==> src/rtl/dffe_pipe_chain.sv <==
// ---------------------------------------------------------------------------
// dffe_pipe_chain
//   Elastic pipeline register chain: DEPTH stages of WIDTH-bit data, each
//   with its own valid bit. A global enable stalls everything, a synchronous
//   flush empties the chain, and valid/ready handshakes sit at both ends.
//   Empty stages (bubbles) collapse, so the upstream side keeps advancing
//   while the downstream side is blocked.
//
//   Stage 0 is the input side, stage DEPTH-1 the output side.
//
// Parameters
//   WIDTH      data bits per stage (>=1)
//   DEPTH      number of stages (>=1)
//   RESET_VAL  value loaded into every data register on reset and on flush
//
// Ports
//   clk        clock
//   clr_n      asynchronous active-low reset
//   en         global enable; 0 freezes every register and drops in_ready
//   flush      synchronous clear of all stages and the count
//   in_valid   upstream offers in_data
//   in_data    upstream data word
//   in_ready   stage 0 accepts this cycle (combinational from en/out_ready)
//   out_valid  valid bit of stage DEPTH-1
//   out_data   data of stage DEPTH-1
//   out_ready  downstream accepts out_data
//   stage_vld  per-stage valid bits, bit k = stage k
//   count      number of valid stages
//
// Configuration
//   DFF_PIPE_NEGEDGE_EN  when defined, every register updates on the falling
//                        edge of clk; otherwise on the rising edge. Reset is
//                        asynchronous active-low in both builds.
// ---------------------------------------------------------------------------
module dffe_pipe_chain #(
  parameter int unsigned     WIDTH     = 32,
  parameter int unsigned     DEPTH     = 2,
  parameter logic [WIDTH-1:0] RESET_VAL = '0
) (
  input  logic                       clk,
  input  logic                       clr_n,
  input  logic                       en,
  input  logic                       flush,
  input  logic                       in_valid,
  input  logic [WIDTH-1:0]           in_data,
  output logic                       in_ready,
  output logic                       out_valid,
  output logic [WIDTH-1:0]           out_data,
  input  logic                       out_ready,
  output logic [DEPTH-1:0]           stage_vld,
  output logic [$clog2(DEPTH+1)-1:0] count
);

  localparam int unsigned CW = $clog2(DEPTH+1);

  // Stage state
  logic [DEPTH-1:0] r_vld;
  logic [WIDTH-1:0] r_data [DEPTH];
  logic [CW-1:0]    r_count;

  // Per-stage accept and the word each stage would take in
  logic [DEPTH-1:0] w_acc;
  logic [DEPTH-1:0] w_src_vld;
  logic [WIDTH-1:0] w_src_data [DEPTH];

  logic w_in_xfer;
  logic w_out_xfer;

  // Accept chain. The recursive form acc[k] = en & (~v[k] | acc[k+1]) with
  // acc[DEPTH] = out_ready is folded into en & (out_ready | any hole at or
  // downstream of k), accumulated from the output side. The result is
  // identical but avoids a vector that feeds back on itself.
  always_comb begin
    logic w_hole;
    w_acc  = '0;
    w_hole = out_ready;
    for (int unsigned i = 0; i < DEPTH; i++) begin
      w_hole               = w_hole | ~r_vld[DEPTH-1-i];
      w_acc[DEPTH-1-i]     = en & w_hole;
    end
  end

  // Each stage is fed by its upstream neighbour; stage 0 by the input port.
  always_comb begin
    w_src_vld     = '0;
    w_src_vld[0]  = in_valid;
    w_src_data[0] = in_data;
    for (int unsigned k = 1; k < DEPTH; k++) begin
      w_src_vld[k]  = r_vld[k-1];
      w_src_data[k] = r_data[k-1];
    end
  end

  assign w_in_xfer  = in_valid & w_acc[0];
  assign w_out_xfer = r_vld[DEPTH-1] & out_ready & en;

  // Valid bits and data. A stage that accepts a bubble clears its valid bit
  // but keeps its stale data, so data registers only load on a real word.
`ifdef DFF_PIPE_NEGEDGE_EN
  always_ff @(negedge clk or negedge clr_n) begin
`else
  always_ff @(posedge clk or negedge clr_n) begin
`endif
    if (!clr_n) begin
      r_vld <= '0;
      for (int unsigned k = 0; k < DEPTH; k++) begin
        r_data[k] <= RESET_VAL;
      end
    end else if (flush) begin
      r_vld <= '0;
      for (int unsigned k = 0; k < DEPTH; k++) begin
        r_data[k] <= RESET_VAL;
      end
    end else begin
      for (int unsigned k = 0; k < DEPTH; k++) begin
        if (w_acc[k]) begin
          r_vld[k] <= w_src_vld[k];
          if (w_src_vld[k]) begin
            r_data[k] <= w_src_data[k];
          end
        end
      end
    end
  end

  // Occupancy: one in and one out in the same cycle leaves it unchanged.
`ifdef DFF_PIPE_NEGEDGE_EN
  always_ff @(negedge clk or negedge clr_n) begin
`else
  always_ff @(posedge clk or negedge clr_n) begin
`endif
    if (!clr_n) begin
      r_count <= '0;
    end else if (flush) begin
      r_count <= '0;
    end else begin
      case ({w_in_xfer, w_out_xfer})
        2'b10:   r_count <= r_count + CW'(1);
        2'b01:   r_count <= r_count - CW'(1);
        default: r_count <= r_count;
      endcase
    end
  end

  assign in_ready  = w_acc[0];
  assign out_valid = r_vld[DEPTH-1];
  assign out_data  = r_data[DEPTH-1];
  assign stage_vld = r_vld;
  assign count     = r_count;

endmodule

==> config.mk <==
export PLATFORM = sky130hd
export DESIGN_NAME = dffe_pipe_chain
export DESIGN_NICKNAME = d
export VERILOG_FILES = /design/src/rtl/dffe_pipe_chain.sv
export SDC_FILE = /design/constraint.sdc
export NUM_CORES = 1
export LEC_CHECK = 0
export ABC_AREA = 0
export CORE_MARGIN = 3
export CORE_UTILIZATION = 23
export CTS_CLUSTER_SIZE = 30
export DETAILED_ROUTE_END_ITERATION = 7
export PLACE_DENSITY = 0.47
export SLEW_MARGIN = 20
export SYNTH_ARGS = -nofsm -noshare
export SYNTH_HDL_FRONTEND = slang
export SYNTH_SLANG_ARGS = --single-unit
==> constraint.sdc <==
create_clock -name clk -period 1.6 [get_ports clk]
set_input_delay 0.32 -clock clk [delete_from_list [all_inputs] [get_ports clk]]
set_output_delay 0.32 -clock clk [all_outputs]
set_load 0.02 [all_outputs]
==> qor.yml <==
outcome:
  status: "finished clean"
global_routing:
  grt_use_total_pct: 10.1
  grt_pass1_vias: 1936
  overflow: 0
  grt_pass1_wl_um: 10400
  grt_max_degree: 34
  antenna_found_initial: 0
logic_synthesis:
  ys_warn_count: 0
  yosysSeqAreaShare_pct: 60.6
  synth_cell_types: 24
  synth_fp_nets: 244
  netlist_instances: 206
  ys_ff_latch: 68
  synth.avg_cell_area_um2: 13.6
  synth.cell_area_um2: 2810
worst_setup_path:
  critPathKind: "in -> reg"
  endpoint_kind: "register"
  r2r_cells: 6
  rrSetupSlack_ns: 0.08
  crit_fanout: 9
  required_ns: 1.86
  crit_arrival_ns: 1.81
  start_kind: "primary input"
placed_design:
  dpl_cell_area_um2: 3640
  dpl.hpwl_um: 4370
  globalplace.congestion: 0.695
  dp_cells: 395
  portBuffers: 75
timing:
  min_period_ns: 1.55
  worstMarginPinSlew_ns: 0.316
  hold_violations: 0
  setup_tns_ns: 0
  drv_slew: 0
  setup_violations: 0
  fmax_ghz: 0.643
  slew-limit-headroom_pct: 79.0
  post-route-period-util_pct: 97.2
  whs_ns: 0.435
  skew_ns: 0.00525
hold_path:
  hold_class: "in -> async"
route:
  drc: 0
  drt_iter0_drc: 101
  routedWlPerCell_um: 16.2
  routed_via_density: 4.48
  vias: 1870
  drtAntennaViolNets: 0
  wl_um: 6750
  drt_first_pass_iters: 4
cells_and_area:
  final_common_cell: "dfrtp_1"
  final_cell_mix: "68 x dfrtp_1, 64 x a22o_1, 37 x dlygate4sd2_1, 35 x clkdlybuf4s50_1, 13 x buf_4"
  fill_cells: 1166
  fin_cells: 417
  num-nets-final: 307
  final_area_um2: 4000
  seq_area_um2: 1700
  area_growth_pct: 42.2
  drive_gt1_share_pct: 17.5
  multi_input_area_um2: 795
  n_antenna_cell: 0
floorplanning:
  start_util_pct: 24.1
  core_region_area_um2: 11700
  num_rows: 39
  dieArea_um2: 13600
  die_x_um: 117
  chipHeight_um: 117
  ios: 76
power_and_ir_drop:
  p_int_mw: 3.35
  swShare_pct: 22.0
  clock_power_share_pct: 49.1
  leakagePower_nw: 1.98
  pwr-share-seq_pct: 41.8
  p_per_area_nw_per_um2: 1080
  combPwrFrac_pct: 9.0
  p_switching_mw: 0.946
  total_power_mw: 4.30
  ir_worst_vdd_uv: 357
clock_tree:
  cts_made_buffers: 9
  cts.htree.levels: 3
  root_buffer: "clkbuf_16"
  clk_pin_slew_ns: 0.06
  clockBufferDepth: 2
  cts_tree: "done"
  cts.sinks: 68
  clock_latency_ns: 0.32
flow_run:
  max_cap_viol_count: 0
-- path summary, 6_finish.rpt --
path / end / startpoint
min in group clk: out_data[7]$_DFFE_PN0P_ / r_data[39]$_DFFE_PN0P_
hold / removal: out_data[6]$_DFFE_PN0P_ / clr_n
hold reg to reg: out_data[7]$_DFFE_PN0P_ / r_data[39]$_DFFE_PN0P_
max in group asynchronous: r_data[61]$_DFFE_PN0P_ / clr_n
setup reg to reg: r_data[47]$_DFFE_PN0P_ / stage_vld[1]$_DFFE_PN0P_
setup / recovery: r_data[47]$_DFFE_PN0P_ / en
-- power groups by stage --
stage | logic [mW] | clock network [mW] | registers, mW
detailed placement | 0.387 | 0 | 1.83
global route | 0.422 | 2.26 | 1.80
finish | 0.387 | 2.11 | 1.80
CTS | 0.383 | 2.18 | 1.80
global placement | 0.386 | 0 | 1.83
floorplan | 0.137 | 0 | 1.83
-- sequential cells by signal, indices dropped and copies added, names as in the netlist --
name and cells:
count 2, out_data 32, r_data 32, stage_vld 2
-- worst max-delay path: stages --
cell and delay [ns]:
clkdlybuf4s50_1 0.51, buf_6 0.15, nand2_2 0.09, nor3b_4 0.30
buf_6 0.16, clkbuf_16 0.15, a22o_1 0.12
-- logic make-up after synthesis --
logic type      count (synthesis)  synth area share, %
flops                          68                 60.6
compound gates                 73                 22.1
buf+inv                        48                 12.3
mux                             2                0.802
simple gates                   15                 4.23
-- stage by stage --
step	setup slack (ns)	utilization [%]
2_1_floorplan	0.143	-
3_3_place_gp	-0.501	31.2
3_5_place_dp	-0.513	31.2
4_1_cts	0.00793	33.7
5_1_grt	-0.00139	34.3
6_report	0.0451	34.3
-- cell usage after synthesis --
master,n,area [µm²]
nand3b_1,1,7.51
a22o_1,64,561
nor2b_1,3,18.8
nand2_1,2,7.51
nor2_1,3,11.3
mux2_2,2,22.5
a21oi_1,2,10.0
nand4bb_1,1,11.3
dfrtp_1,68,1700
o21a_1,1,7.51
a31oi_1,1,6.26
a22oi_1,1,7.51
inv_1,1,3.75
buf_6,3,33.8
o22ai_1,1,6.26
nand4b_1,1,8.76
nor4b_4,1,23.8
o21ai_0,2,10.0
nand2b_1,1,6.26
buf_4,35,263
nand3_1,1,5.00
buf_2,9,45.0
a31oi_2,1,12.5
nor3b_4,1,18.8
-- layer usage --
metal	GRT usage [%]	part of all wire, %
met5	0	0
met4	3.48	0.99
met3	3.42	5.8
met2	15.2	45
met1	13.6	48
-- final cells by class --
class                           instances  area share [%]
Sequential cell                        68            42.6
Multi-Input combinational cell         90            19.9
Inverter                                1          0.0940
Tap cell                              143            4.48
Clock inverter                          5            2.13
Clock buffer                           11            5.83
Timing Repair Buffer                   99            25.0
-- repair_timing --
item / CTS / global route
resized for setup: 45 / 4
setup endpoints to repair: 40 / 28
pin swaps: 0 / 2
buffers inserted: 0 / 3
endpoints found under the hold margin: 20 / 0
gates cloned: 0 / 2
hold buffers: 1 / 0
Power figures use the tool's default switching activity.
